[src/rtl/uart_tx_fifo_core_if.sv]
`default_nettype none
// +----------------------------------------------------------------------------+
// | uart_tx_fifo_core_if : host push port and serial/status outputs            |
// | Revision: 1.0                                                              |
// +----------------------------------------------------------------------------+
interface uart_tx_fifo_core_if;
   logic       wr_en;
   logic [7:0] data;
   logic       tx;
   logic       clk_rx;
   logic       clk_tx;
   logic       full;
   logic       empty;
   logic       busy;

   modport master (
      output wr_en, data,
      input  tx, clk_rx, clk_tx, full, empty, busy
   );

   modport slave (
      input  wr_en, data,
      output tx, clk_rx, clk_tx, full, empty, busy
   );
endinterface
`default_nettype wire

[src/rtl/uart_tx_fifo_core.sv]
`default_nettype none
// +----------------------------------------------------------------------------+
// | uart_tx_fifo_core : K/N baud divider, byte FIFO and 8N1 (or 8E1 when       |
// | UART_TX_PARITY_EN is defined) serializer, LSB first, idle-high line.       |
// | Revision: 1.0                                                              |
// +----------------------------------------------------------------------------+
module uart_tx_fifo_core #(
   parameter int K     = 2416,
   parameter int N     = 16,
   parameter int DEPTH = 4
) (
   input  logic               clk,
   input  logic               rst,
   uart_tx_fifo_core_if.slave bus
);

   localparam int RXW = (K > 1) ? $clog2(K) : 1;
   localparam int TXW = (N > 1) ? $clog2(N) : 1;
   localparam int PW  = (DEPTH > 1) ? $clog2(DEPTH) : 1;
   localparam int CW  = $clog2(DEPTH + 1);

   // ---------------- baud divider ----------------
   logic [RXW-1:0] rx_cnt;
   logic [TXW-1:0] tx_cnt;
   logic           rx_tick;
   logic           tx_tick;

   assign rx_tick = (rx_cnt == RXW'(K - 1));
   assign tx_tick = rx_tick && (tx_cnt == TXW'(N - 1));

   always_ff @(posedge clk) begin
      if (rst) begin
         rx_cnt <= '0;
         tx_cnt <= '0;
      end else begin
         if (rx_tick) begin
            rx_cnt <= '0;
            if (tx_cnt == TXW'(N - 1))
               tx_cnt <= '0;
            else
               tx_cnt <= tx_cnt + TXW'(1);
         end else begin
            rx_cnt <= rx_cnt + RXW'(1);
         end
      end
   end

   // ---------------- byte FIFO ----------------
   logic [7:0]    mem [DEPTH];
   logic [PW-1:0] wr_ptr;
   logic [PW-1:0] rd_ptr;
   logic [CW-1:0] count;
   logic [CW-1:0] count_next;
   logic          full;
   logic          empty;
   logic          push;
   logic          pop;

   function automatic logic [PW-1:0] ptr_inc(input logic [PW-1:0] p);
      if (p == PW'(DEPTH - 1))
         return '0;
      else
         return p + PW'(1);
   endfunction

   // A push while full is dropped even if the FSM pops in the same cycle.
   assign push = bus.wr_en && !full;

   always_comb begin
      count_next = count;
      case ({push, pop})
         2'b10:   count_next = count + CW'(1);
         2'b01:   count_next = count - CW'(1);
         default: count_next = count;
      endcase
   end

   always_ff @(posedge clk) begin
      if (push)
         mem[wr_ptr] <= bus.data;
   end

   always_ff @(posedge clk) begin
      if (rst) begin
         wr_ptr <= '0;
         rd_ptr <= '0;
         count  <= '0;
         full   <= 1'b0;
         empty  <= 1'b1;
      end else begin
         if (push)
            wr_ptr <= ptr_inc(wr_ptr);
         if (pop)
            rd_ptr <= ptr_inc(rd_ptr);
         count <= count_next;
         full  <= (count_next == CW'(DEPTH));
         empty <= (count_next == '0);
      end
   end

   // ---------------- serializer FSM ----------------
`ifdef UART_TX_PARITY_EN
   typedef enum logic [2:0] {
      S_IDLE   = 3'd0,
      S_START  = 3'd1,
      S_DATA   = 3'd2,
      S_PARITY = 3'd3,
      S_STOP   = 3'd4
   } state_t;
   logic par;
   logic par_n;
`else
   typedef enum logic [1:0] {
      S_IDLE  = 2'd0,
      S_START = 2'd1,
      S_DATA  = 2'd2,
      S_STOP  = 2'd3
   } state_t;
`endif

   state_t     state;
   state_t     state_n;
   logic [7:0] sh;
   logic [7:0] sh_n;
   logic [2:0] bit_cnt;
   logic [2:0] bit_n;
   logic       tx_reg;
   logic       tx_n;

   always_ff @(posedge clk) begin
      if (rst) begin
         state   <= S_IDLE;
         sh      <= '0;
         bit_cnt <= '0;
         tx_reg  <= 1'b1;
`ifdef UART_TX_PARITY_EN
         par     <= 1'b0;
`endif
      end else begin
         state   <= state_n;
         sh      <= sh_n;
         bit_cnt <= bit_n;
         tx_reg  <= tx_n;
`ifdef UART_TX_PARITY_EN
         par     <= par_n;
`endif
      end
   end

   always_comb begin
      state_n = state;
      sh_n    = sh;
      bit_n   = bit_cnt;
      tx_n    = tx_reg;
      pop     = 1'b0;
`ifdef UART_TX_PARITY_EN
      par_n   = par;
`endif
      if (tx_tick) begin
         case (state)
            S_IDLE: begin
               tx_n = 1'b1;
               if (!empty) begin
                  pop     = 1'b1;
                  sh_n    = mem[rd_ptr];
                  tx_n    = 1'b0;
                  state_n = S_START;
               end
            end
            S_START: begin
               tx_n    = sh[0];
               bit_n   = 3'd0;
               state_n = S_DATA;
`ifdef UART_TX_PARITY_EN
               // Capture parity now, before shifting consumes the byte.
               par_n   = ^sh;
`endif
            end
            S_DATA: begin
               if (bit_cnt == 3'd7) begin
`ifdef UART_TX_PARITY_EN
                  tx_n    = par;
                  state_n = S_PARITY;
`else
                  tx_n    = 1'b1;
                  state_n = S_STOP;
`endif
               end else begin
                  sh_n  = {1'b0, sh[7:1]};
                  tx_n  = sh[1];
                  bit_n = bit_cnt + 3'd1;
               end
            end
`ifdef UART_TX_PARITY_EN
            S_PARITY: begin
               tx_n    = 1'b1;
               state_n = S_STOP;
            end
`endif
            S_STOP: begin
               // Chain straight into the next frame when another byte waits.
               if (!empty) begin
                  pop     = 1'b1;
                  sh_n    = mem[rd_ptr];
                  tx_n    = 1'b0;
                  state_n = S_START;
               end else begin
                  tx_n    = 1'b1;
                  state_n = S_IDLE;
               end
            end
            default: begin
               tx_n    = 1'b1;
               state_n = S_IDLE;
            end
         endcase
      end
   end

   assign bus.tx     = tx_reg;
   assign bus.clk_rx = rx_tick;
   assign bus.clk_tx = tx_tick;
   assign bus.full   = full;
   assign bus.empty  = empty;
   assign bus.busy   = (state != S_IDLE);

endmodule
`default_nettype wire

[src/flat_wrapper.sv]
// flat-port wrapper written by rule: the top's interface ports become plain ports
module uart_tx_fifo_core_flat 
#(
   parameter int K     = 2416,
   parameter int N     = 16,
   parameter int DEPTH = 4
)
  (clk, rst, bus_wr_en, bus_data, bus_tx, bus_clk_rx, bus_clk_tx, bus_full, bus_empty, bus_busy);
  uart_tx_fifo_core_if bus_i ();
  input  logic clk;
  input  logic rst;
  input wire logic [$bits(bus_i.wr_en)-1:0] bus_wr_en;
  input wire logic [$bits(bus_i.data)-1:0] bus_data;
  output wire logic [$bits(bus_i.tx)-1:0] bus_tx;
  output wire logic [$bits(bus_i.clk_rx)-1:0] bus_clk_rx;
  output wire logic [$bits(bus_i.clk_tx)-1:0] bus_clk_tx;
  output wire logic [$bits(bus_i.full)-1:0] bus_full;
  output wire logic [$bits(bus_i.empty)-1:0] bus_empty;
  output wire logic [$bits(bus_i.busy)-1:0] bus_busy;
  assign bus_i.wr_en = bus_wr_en;
  assign bus_i.data = bus_data;
  assign bus_tx = bus_i.tx;
  assign bus_clk_rx = bus_i.clk_rx;
  assign bus_clk_tx = bus_i.clk_tx;
  assign bus_full = bus_i.full;
  assign bus_empty = bus_i.empty;
  assign bus_busy = bus_i.busy;
  uart_tx_fifo_core #(.K(K), .N(N), .DEPTH(DEPTH)) u_core (.clk(clk), .rst(rst), .bus(bus_i));
endmodule
[config.mk]
export PLATFORM = sky130hd
export DESIGN_NAME = uart_tx_fifo_core_flat
export DESIGN_NICKNAME = d
export VERILOG_FILES = /design/src/rtl/uart_tx_fifo_core_if.sv /design/src/rtl/uart_tx_fifo_core.sv /design/src/flat_wrapper.sv
export SDC_FILE = /design/constraint.sdc
export NUM_CORES = 1
export LEC_CHECK = 0
export CAP_MARGIN = 20
export CORE_ASPECT_RATIO = 1.25
export CORE_MARGIN = 2
export CORE_UTILIZATION = 52
export DETAILED_ROUTE_END_ITERATION = 8
export GPL_TIMING_DRIVEN = 0
export PLACE_DENSITY = 0.71
export REMOVE_ABC_BUFFERS = 1
export SYNTH_ARGS = -nofsm -noshare
export SYNTH_HDL_FRONTEND = slang
export SYNTH_SLANG_ARGS = --single-unit
[constraint.sdc]
create_clock -name clk -period 3.4 [get_ports clk]
set_input_delay 0.34 -clock clk [delete_from_list [all_inputs] [get_ports clk]]
set_output_delay 0.34 -clock clk [all_outputs]
set_load 0.1 [all_outputs]
==> impl_metrics.yaml, run 1 <==
final_layout:
  n_antenna_cell: 0
  largest-register: "u_core.mem"
  nNetsFinal: 315
  largest_reg_flops: 32
  drive_gt1_share_pct: 11.0
  reg_top3: "u_core.mem (32), u_core.rx_cnt (12), u_core.sh (8)"
  post-route-util_pct: 59.9
  area_growth_pct: 13.3
setup_path:
  cp-end-kind: "output pin"
  cp.arrival_ns: 2.93
  crit_slowest_cell: "dlygate4sd2_1"
  crit_type: "reg2out"
  path_max_fanout: 6
  start_kind: "flop"
  critPathMaxStageDelay_ns: 0.87
  cp.required_ns: 3.06
  path_cells: "or4b_4 -> or4_1 -> inv_1 -> dlygate4sd2_1"
placed_design:
  gp_congestion: 0.773
  dp_hpwl_um: 3640
  port_buffers: 16
detailed_routing:
  route.detailed.drc: 0
  vias_per_cell: 5.29
  ant_nets: 0
  wl_um: 5220
  wl_met3_um: 124
  first_pass_iters: 4
  wl_per_cell_um: 13.8
  top_layer: "met4"
  wl_met2_um: 2730
  num_vias: 1995
  wl_met1_um: 2290
  drt_iter0_markers: 79
grt:
  grt_antenna_before_repair: 0
  grt-ovfl-total: 0
  first_global_vias: 2046
  grt_max_degree: 32
  grt_usage_pct: 17.7
  grt_pass1_wl_um: 8990
timing:
  fin_crit_sh_pct: 96.1
  min_period_ns: 3.27
  hold_viol_final: 0
  clock.fmax_ghz: 0.306
  tightest_slew_ns: 0.972
  maxSlewViolCount: 0
  finalSetupViolCount: 0
  rsz0062_at_grt: "no"
  max_slew_margin_pct: 35.0
  fin_setup_tns_ns: 0
  clock_skew_ns: 0.00734
clock_network:
  cts.sinks: 73
  clk_pin_slew_ns: 0.08
  root_buffer: "clkbuf_8"
  htreeDepth: 3
  cts_made_buffers: 9
  clock_latency_ns: 0.34
  cts_tree: "built"
  clockBufferDepth: 2
floorplanning:
  core-area_um2: 6090
  pin_count: 17
  initial_core_util_pct: 52.8
  num_rows: 32
  dieArea_um2: 6830
  dieHeight_um: 91.9
  die_w_um: 74.3
flow_run:
  maxCapViolCount: 0
logic_synthesis:
  syn_inst: 270
  ys_types: 41
  synth_area_um2: 3220
  synth_seq_cells: 73
  ys_warn_count: 0
  synth-edff-count: 32
  synthTopCellsByArea: "edfxtp_1 (30%), dfxtp_1 (26%), ha_1 (6.2%)"
  syn_avg_cell_area_um2: 11.9
  synthFlopType: "dfxtp_1"
  synth_top_cell_area_share_pct: 29.9
  ys_seq_area_share_pct: 55.4
  ys_async_sr_fraction_pct: 0
  synth_area_leader_cell: "edfxtp_1"
run_status:
  status: "finished, final reports clean"
power:
  p_per_area_nw_per_um2: 459
  p_leak_nw: 1.41
  vdd_drop_max_v: 0.000329
hold_path:
  min-delay-path-class: "reg2reg"
routing by layer:
metal | vias to the layer above | GRT usage, %
met3 | 7 | 4.29
met4 | 0 | 8.48
met5 | - | 0
met2 | 18 | 29.6
met1 | 942 | 20.9
li1 | 1028 | -
per-stage QoR:
stage / setup WS (ns) / hold WS (ns) / power [W] / cell area, µm² / instances
3_5_place_dp: 0.136 / 0.453 / 0.00107 / 3440 / 360
3_3_place_gp: 0.137 / 0.441 / 0.00106 / 3440 / 360
2_1_floorplan: 0.551 / 0.409 / 0.00103 / 3170 / 259
4_1_cts: 0.0249 / 0.464 / 0.00169 / 3620 / 376
6_report: 0.132 / 0.462 / 0.00167 / 3640 / 377
5_1_grt: 0.0389 / 0.491 / 0.00175 / 3640 / 377
what timing repair did:
| action | 4_1_cts | 5_1_grt |
|---|---|---|
| endpoints found under the hold margin | 0 | 0 |
| endpoints found under the setup margin | 2 | 1 |
| hold buffers | 0 | 0 |
| buffers inserted | 0 | 0 |
| gates resized for setup | 2 | 2 |
cell usage in the layout (no fill, tap or decap), types with 10 or more instances in the layout:
cell type / count
a21oi_1: 14
mux2i_1: 10
nor2_1: 17
clkdlybuf4s50_1: 14
ha_1: 16
dfxtp_1: 41
nand3_1: 12
edfxtp_1: 32
nor2b_1: 10
kinds of logic (layout without fill, tap and decap cells):
logic type	Yosys count	after routing	synth area share (%)
AOI/OAI and AO/OA	38	38	7.20
xor gates and xnor gates	11	11	3.00
adders and majority gates	17	17	6.85
buffers and inverters	22	44	2.68
DFF	73	73	55.4
muxes	19	19	9.07
and+or+nand+nor	90	90	15.8
power by group:
group	internal (W)	switching [W]
logic	0.0000404	0.0000546
registers	0.000939	0.0000145
clock network	0.000278	0.000346
total	0.00126	0.000415
cells in the mapped netlist, types with 4 or more instances:
cell       n
nand2_1    7
a21oi_1   14
a21o_1     7
dfxtp_1   41
nor3_1     5
and3_1     4
o21ai_0    9
ha_1      16
nand3_1   12
and2_1     8
nor4_1     8
mux2i_1   10
edfxtp_1  32
inv_1      9
nor2b_1   10
mux4_2     8
xor2_1     8
nor2_1    17
clkbuf_1   8
cell type report:
type | count | area (µm²)
clock inverters | 7 | 61.3
repair buffers | 17 | 181
multi-input cells | 175 | 1350
fillers | 517 | 2440
flip-flops and latches | 73 | 1780
clock buffers | 9 | 124
well taps | 85 | 106
inverters | 11 | 42.5
worst max-delay path: cells and delay by family, from the launching register on:
kind          cells  cell delay [ns]
simple gates      2             1.18
flops             1             0.35
buf+inv           2             1.05
worst paths after layout:
check        cells after the start               end              from  slack (ns)
min reg2reg                      1  u_core.rx_cnt[0]  u_core.rx_cnt[0]        0.46
max reg2reg                      9   u_core.bus.full  u_core.rx_cnt[7]        0.28
min                              1  u_core.rx_cnt[0]  u_core.rx_cnt[0]        0.46
max                              4        bus_clk_rx  u_core.rx_cnt[7]        0.13
(Power assumes the default switching activity.)
==> inputs of run 2 (changes only) <==
- CORE_UTILIZATION: 52 -> 62
- DONT_BUFFER_PORTS: not set -> 1
- PLACE_DENSITY: 0.71 -> 0.78
==> run 2 against run 1 <==
Power is 0.87% lower. Die area decreased by 15%. Largest power group unchanged. Critical path type is now reg2reg. Sequential power about the same.
==> impl_metrics.yaml, run 2 (synthesis results as in run 1) <==
placed_design:
  dpl_cell_area_um2: 3290
  port_buffers: 0
  dp_hpwl_um: 3530
  gp_congestion: 0.740
clock_network:
  cts_resized: 0
  htreeDepth: 3
  clk_pin_slew_ns: 0.08
  cts.sinks: 73
  cts_made_buffers: 9
  clockBufferDepth: 2
  hold_buffers: 0
  cts_setup_buffers: 0
  clock_latency_ns: 0.35
  cts_tree: "built"
  root_buffer: "clkbuf_8"
final_layout:
  final_area_um2: 3470
  n_antenna_cell: 0
  largest_reg_flops: 32
  drive_gt1_share_pct: 11.6
  post-route-util_pct: 68.8
  area_growth_pct: 7.98
  layout_common_cells: "dfxtp_1 (41), edfxtp_1 (32), nor2_1 (17)"
  nNetsFinal: 300
  final_common_cell: "dfxtp_1"
  reg_top3: "u_core.mem (32), u_core.rx_cnt (12), u_core.sh (8)"
  largest-register: "u_core.mem"
setup_path:
  cp-end-kind: "flop"
  reg2reg_from: "u_core.rx_cnt[7]"
  path_max_fanout: 7
  start_kind: "flop"
  path_cells: "or4b_4 -> or4_1 -> nor3_1 -> ha_1 -> fa_1 -> xnor2_1 -> or3_1 -> a21oi_1 -> nor2b_1"
  crit_slowest_cell: "or4_1"
  cp.required_ns: 3.69
  crit_family: "simple AND/OR/NAND/NOR gates"
  cp.arrival_ns: 3.41
  critPathMaxStageDelay_ns: 0.71
  worst-path-buf-inv: 0
  crit_type: "reg2reg"
  setup.worst_path.start: "u_core.rx_cnt[7]"
timing:
  tightest_slew_ns: 0.997
  hold_ws_ns: 0.0593
  max_slew_margin_pct: 33.4
  fin_crit_sh_pct: 91.7
  fin_setup_tns_ns: 0
  min_period_ns: 3.12
  rsz0062_at_grt: "no"
  clock.fmax_ghz: 0.321
  maxSlewViolCount: 0
  finalSetupViolCount: 0
  clock_skew_ns: 0.00485
  hold_viol_final: 0
detailed_routing:
  num_vias: 1997
  wl_um: 5130
  route.detailed.drc: 0
  drt_iter0_markers: 51
  vias_per_cell: 5.89
  ant_nets: 0
  wl_per_cell_um: 15.1
  first_pass_iters: 4
power:
  p_per_area_nw_per_um2: 477
  p_leak_nw: 1.34
  total_power_w: 0.00166
  vdd_drop_max_v: 0.000438
floorplanning:
  core-area_um2: 5040
  dieArea_um2: 5780
  initial_core_util_pct: 63.8
  die_w_um: 68.4
  dieHeight_um: 84.5
  num_rows: 29
  pin_count: 17
grt:
  grt_max_degree: 32
  grt-ovfl-total: 0
  grt_usage_pct: 20.3
  grt_antenna_before_repair: 0
  first_global_vias: 2037
  grt_pass1_wl_um: 8620
hold_path:
  hp-start: "rst"
  min-delay-path-class: "in2reg"
run_status:
  status: "finished, final reports clean"
flow_run:
  maxCapViolCount: 0
[run 2: changes by cell type in the layout (fill, tap and decap cells not counted), sizes merged]
cell / delta
buf: +1
clkbuf: -1
clkdlybuf4s50: -14
clkinv: -1
clkinvlp: +1
dlygate4sd2: -1
[run 2: path summary, 6_finish.rpt]
kind	to	slack, ns	depth (start not counted)
setup / recovery	u_core.bus.full	0.28	9
hold / removal	u_core.tx_cnt[2]	0.06	1
setup reg to reg	u_core.bus.full	0.28	9
hold reg to reg	u_core.rx_cnt[0]	0.47	1
[run 2: metal layers]
| metal | track usage (%) | up-vias | part of all wire [%] |
|---|---|---|---|
| met5 | 0 | - | 0 |
| met4 | 10.4 | 0 | 1.9 |
| met3 | 6.30 | 8 | 5.1 |
| met2 | 33.3 | 44 | 51 |
| met1 | 23.2 | 952 | 42 |
| li1 | - | 993 | - |
[run 2: final cells by class]
type                       count  area [µm²]
multi-input combinational    175        1350
tap                           62        77.6
inverter                      11        42.5
sequential                    73        1780
timing repair buffer           2        38.8
clock inverter                 7        60.1
fill                         389        1570
clock buffer                   9         124
[run 2: where the power goes]
group | internal (W) | switching, W | leakage, nW
Clock | 0.000277 | 0.000347 | 0.0848
Sequential | 0.000939 | 0.0000143 | 0.626
Combinational | 0.0000351 | 0.0000459 | 0.634
[run 2: worst reg2reg max path, stage by stage (launching register included)]
cell and delay [ns]:
dfxtp_1 0.34, or4b_4 0.56, or4_1 0.71, nor3_1 0.24
ha_1 0.25, fa_1 0.21, xnor2_1 0.08, or3_1 0.30
a21oi_1 0.22, nor2b_1 0.15
[run 2: stage by stage]
step	setup WS, ns	cells
finish	0.281	339
detailed placement	0.274	323
CTS	0.285	339
global placement	0.300	321
global route	0.0349	339
floorplan	0.551	259
==> inputs of run 3 (changes only) <==
- clock period: 3.4 -> 3.2 ns (I/O delays scaled with it)
==> run 3 against run 2 <==
Clock-buffer cell count stayed put. Utilization up 0.20 points. Critical endpoint unchanged. Fmax rose by 6.0%. Final cell count stayed put. Register-to-register slack lost 0.02 ns. Die area stayed put. Largest cell class unchanged. Power grew 6.1%. Worst hold slack got worse by 0.018 ns. Critical path depth did not move. Largest power group unchanged.
==> impl_metrics.yaml, run 3 (synthesis results as in run 1) <==
run_status:
  status: "finished, final reports clean"
power:
  internal_power_w: 0.00133
  p_sw_w: 0.000430
  p_per_area_nw_per_um2: 505
  pwr-share-comb_pct: 4.9
  clock_power_share_pct: 37.5
  switching_share_pct: 24.5
  vdd_drop_max_v: 0.000464
  total_power_w: 0.00176
  p_leak_nw: 1.34
  p_seq_share_pct: 57.6
detailed_routing:
  wl_um: 5140
  num_vias: 1983
  route.detailed.drc: 0
  vias_per_cell: 5.85
  ant_nets: 0
  drt_iter0_markers: 49
  wl_per_cell_um: 15.2
  first_pass_iters: 4
setup_path:
  start_kind: "flop"
  r2r_cells: 9
  crit_type: "reg2reg"
  path_cells: "or4b_4 -> or4_4 -> nor3_1 -> ha_2 -> fa_1 -> xnor2_1 -> or3_1 -> a21oi_2 -> nor2b_1"
  critPathMaxStageDelay_ns: 0.62
  cp.required_ns: 3.49
  crit_slowest_cell: "or4_4"
  cp-end-kind: "flop"
  path_max_fanout: 7
  setup.worst_path.start: "u_core.rx_cnt[7]"
  cp.arrival_ns: 3.23
  reg2reg_from: "u_core.rx_cnt[7]"
floorplanning:
  core-area_um2: 5040
  num_rows: 29
  initial_core_util_pct: 63.8
  dieArea_um2: 5780
  pin_count: 17
  dieHeight_um: 84.5
  die_w_um: 68.4
grt:
  grt_antenna_before_repair: 0
  first_global_vias: 2037
  grt-ovfl-total: 0
  grt_max_degree: 32
  grt_pass1_wl_um: 8620
  grt_usage_pct: 20.3
final_layout:
  area_growth_pct: 8.29
  largest_reg_flops: 32
  final_common_cell: "dfxtp_1"
  reg_top3: "u_core.mem (32), u_core.rx_cnt (12), u_core.sh (8)"
  layout_common_cells: "dfxtp_1 (41), edfxtp_1 (32), nor2_1 (17)"
  nNetsFinal: 300
  largest-register: "u_core.mem"
  final_area_um2: 3480
  drive_gt1_share_pct: 12.6
  fillers: 389
  n_antenna_cell: 0
timing:
  clock_skew_ns: 0.00487
  max_slew_margin_pct: 33.3
  finalSetupViolCount: 0
  rsz0062_at_grt: "no"
  worst_slack_ns: 0.258
  fin_crit_sh_pct: 91.9
  clock.fmax_ghz: 0.340
  fin_setup_tns_ns: 0
  hold_viol_final: 0
  tightest_slew_ns: 1.00
  min_period_ns: 2.94
  maxSlewViolCount: 0
clock_network:
  hold_buffers: 0
  cts_made_buffers: 9
  clk_pin_slew_ns: 0.08
  root_buffer: "clkbuf_8"
  htreeDepth: 3
  cts.sinks: 73
  clockBufferDepth: 2
  cts_tree: "built"
  clock_latency_ns: 0.35
hold_path:
  min-delay-path-class: "in2reg"
  holdPathStages: 1
  hp-start: "rst"
flow_run:
  maxCapViolCount: 0
placed_design:
  dp_hpwl_um: 3530
  post-place-ws_ns: 0.0736
  dpl_cell_area_um2: 3290
  port_buffers: 0
  gp_congestion: 0.740
==> run 3: cell counts in the layout (fill, tap and decap cells not counted) <==
No cell type changed its count.
==> run 3: routing by layer <==
layer  vias up  wire, µm  global-route usage (%)
li1        987         -                       -
met1       960      2190                    23.2
met2        28      2640                    33.3
met3         8       214                    6.30
met4         0        95                    10.4
met5         -         0                       0
==> run 3: final cells by class <==
type                    instances  area (µm²)  share of cell area (%)
flip-flops and latches         73        1780                    51.2
multi-input cells             175        1360                    39.0
clock buffers                   9         124                    3.56
well taps                      62        77.6                    2.23
clock inverters                 7        60.1                    1.72
inverters                      11        42.5                    1.22
repair buffers                  2        38.8                    1.11
==> run 3: power by group through the flow <==
stage,Clock (W),Sequential [W],Combinational [W]
2_1_floorplan,0,0.00104,0.0000487
3_3_place_gp,0,0.00105,0.0000588
3_5_place_dp,0,0.00103,0.0000861
4_1_cts,0.000677,0.00101,0.0000870
5_1_grt,0.000709,0.00102,0.0000956
6_report,0.000660,0.00101,0.0000865
==> run 3: per-stage QoR <==
| step | hold WS [ns] | utilization (%) | std cells |
|---|---|---|---|
| 2_1_floorplan | 0.389 | - | 259 |
| 3_3_place_gp | 0.400 | 64.4 | 321 |
| 3_5_place_dp | 0.395 | 65.2 | 323 |
| 4_1_cts | 0.0226 | 68.8 | 339 |
| 5_1_grt | 0.0193 | 69.0 | 339 |
| 6_report | 0.0417 | 69.0 | 339 |
==> run 3: worst paths after layout <==
kind                      end  slack, ns
max reg2reg   u_core.bus.full       0.26
min              u_core.sh[7]       0.04
min reg2reg  u_core.rx_cnt[0]       0.47
max           u_core.bus.full       0.26
==> run 3: critical path: cells and delay by family, from the launching register on <==
kind	cells	cell delay [ns]
AO/OA/AOI/OAI	1	0.18
XOR/XNOR	1	0.08
adder cells (fa/ha/maj)	2	0.44
flip-flops	1	0.34
AND/OR/NAND/NOR	5	1.84
==> run 3: repair_timing <==
item	CTS	global route
setup endpoints to repair	0	3
resized for setup	0	3
buffers inserted	0	0
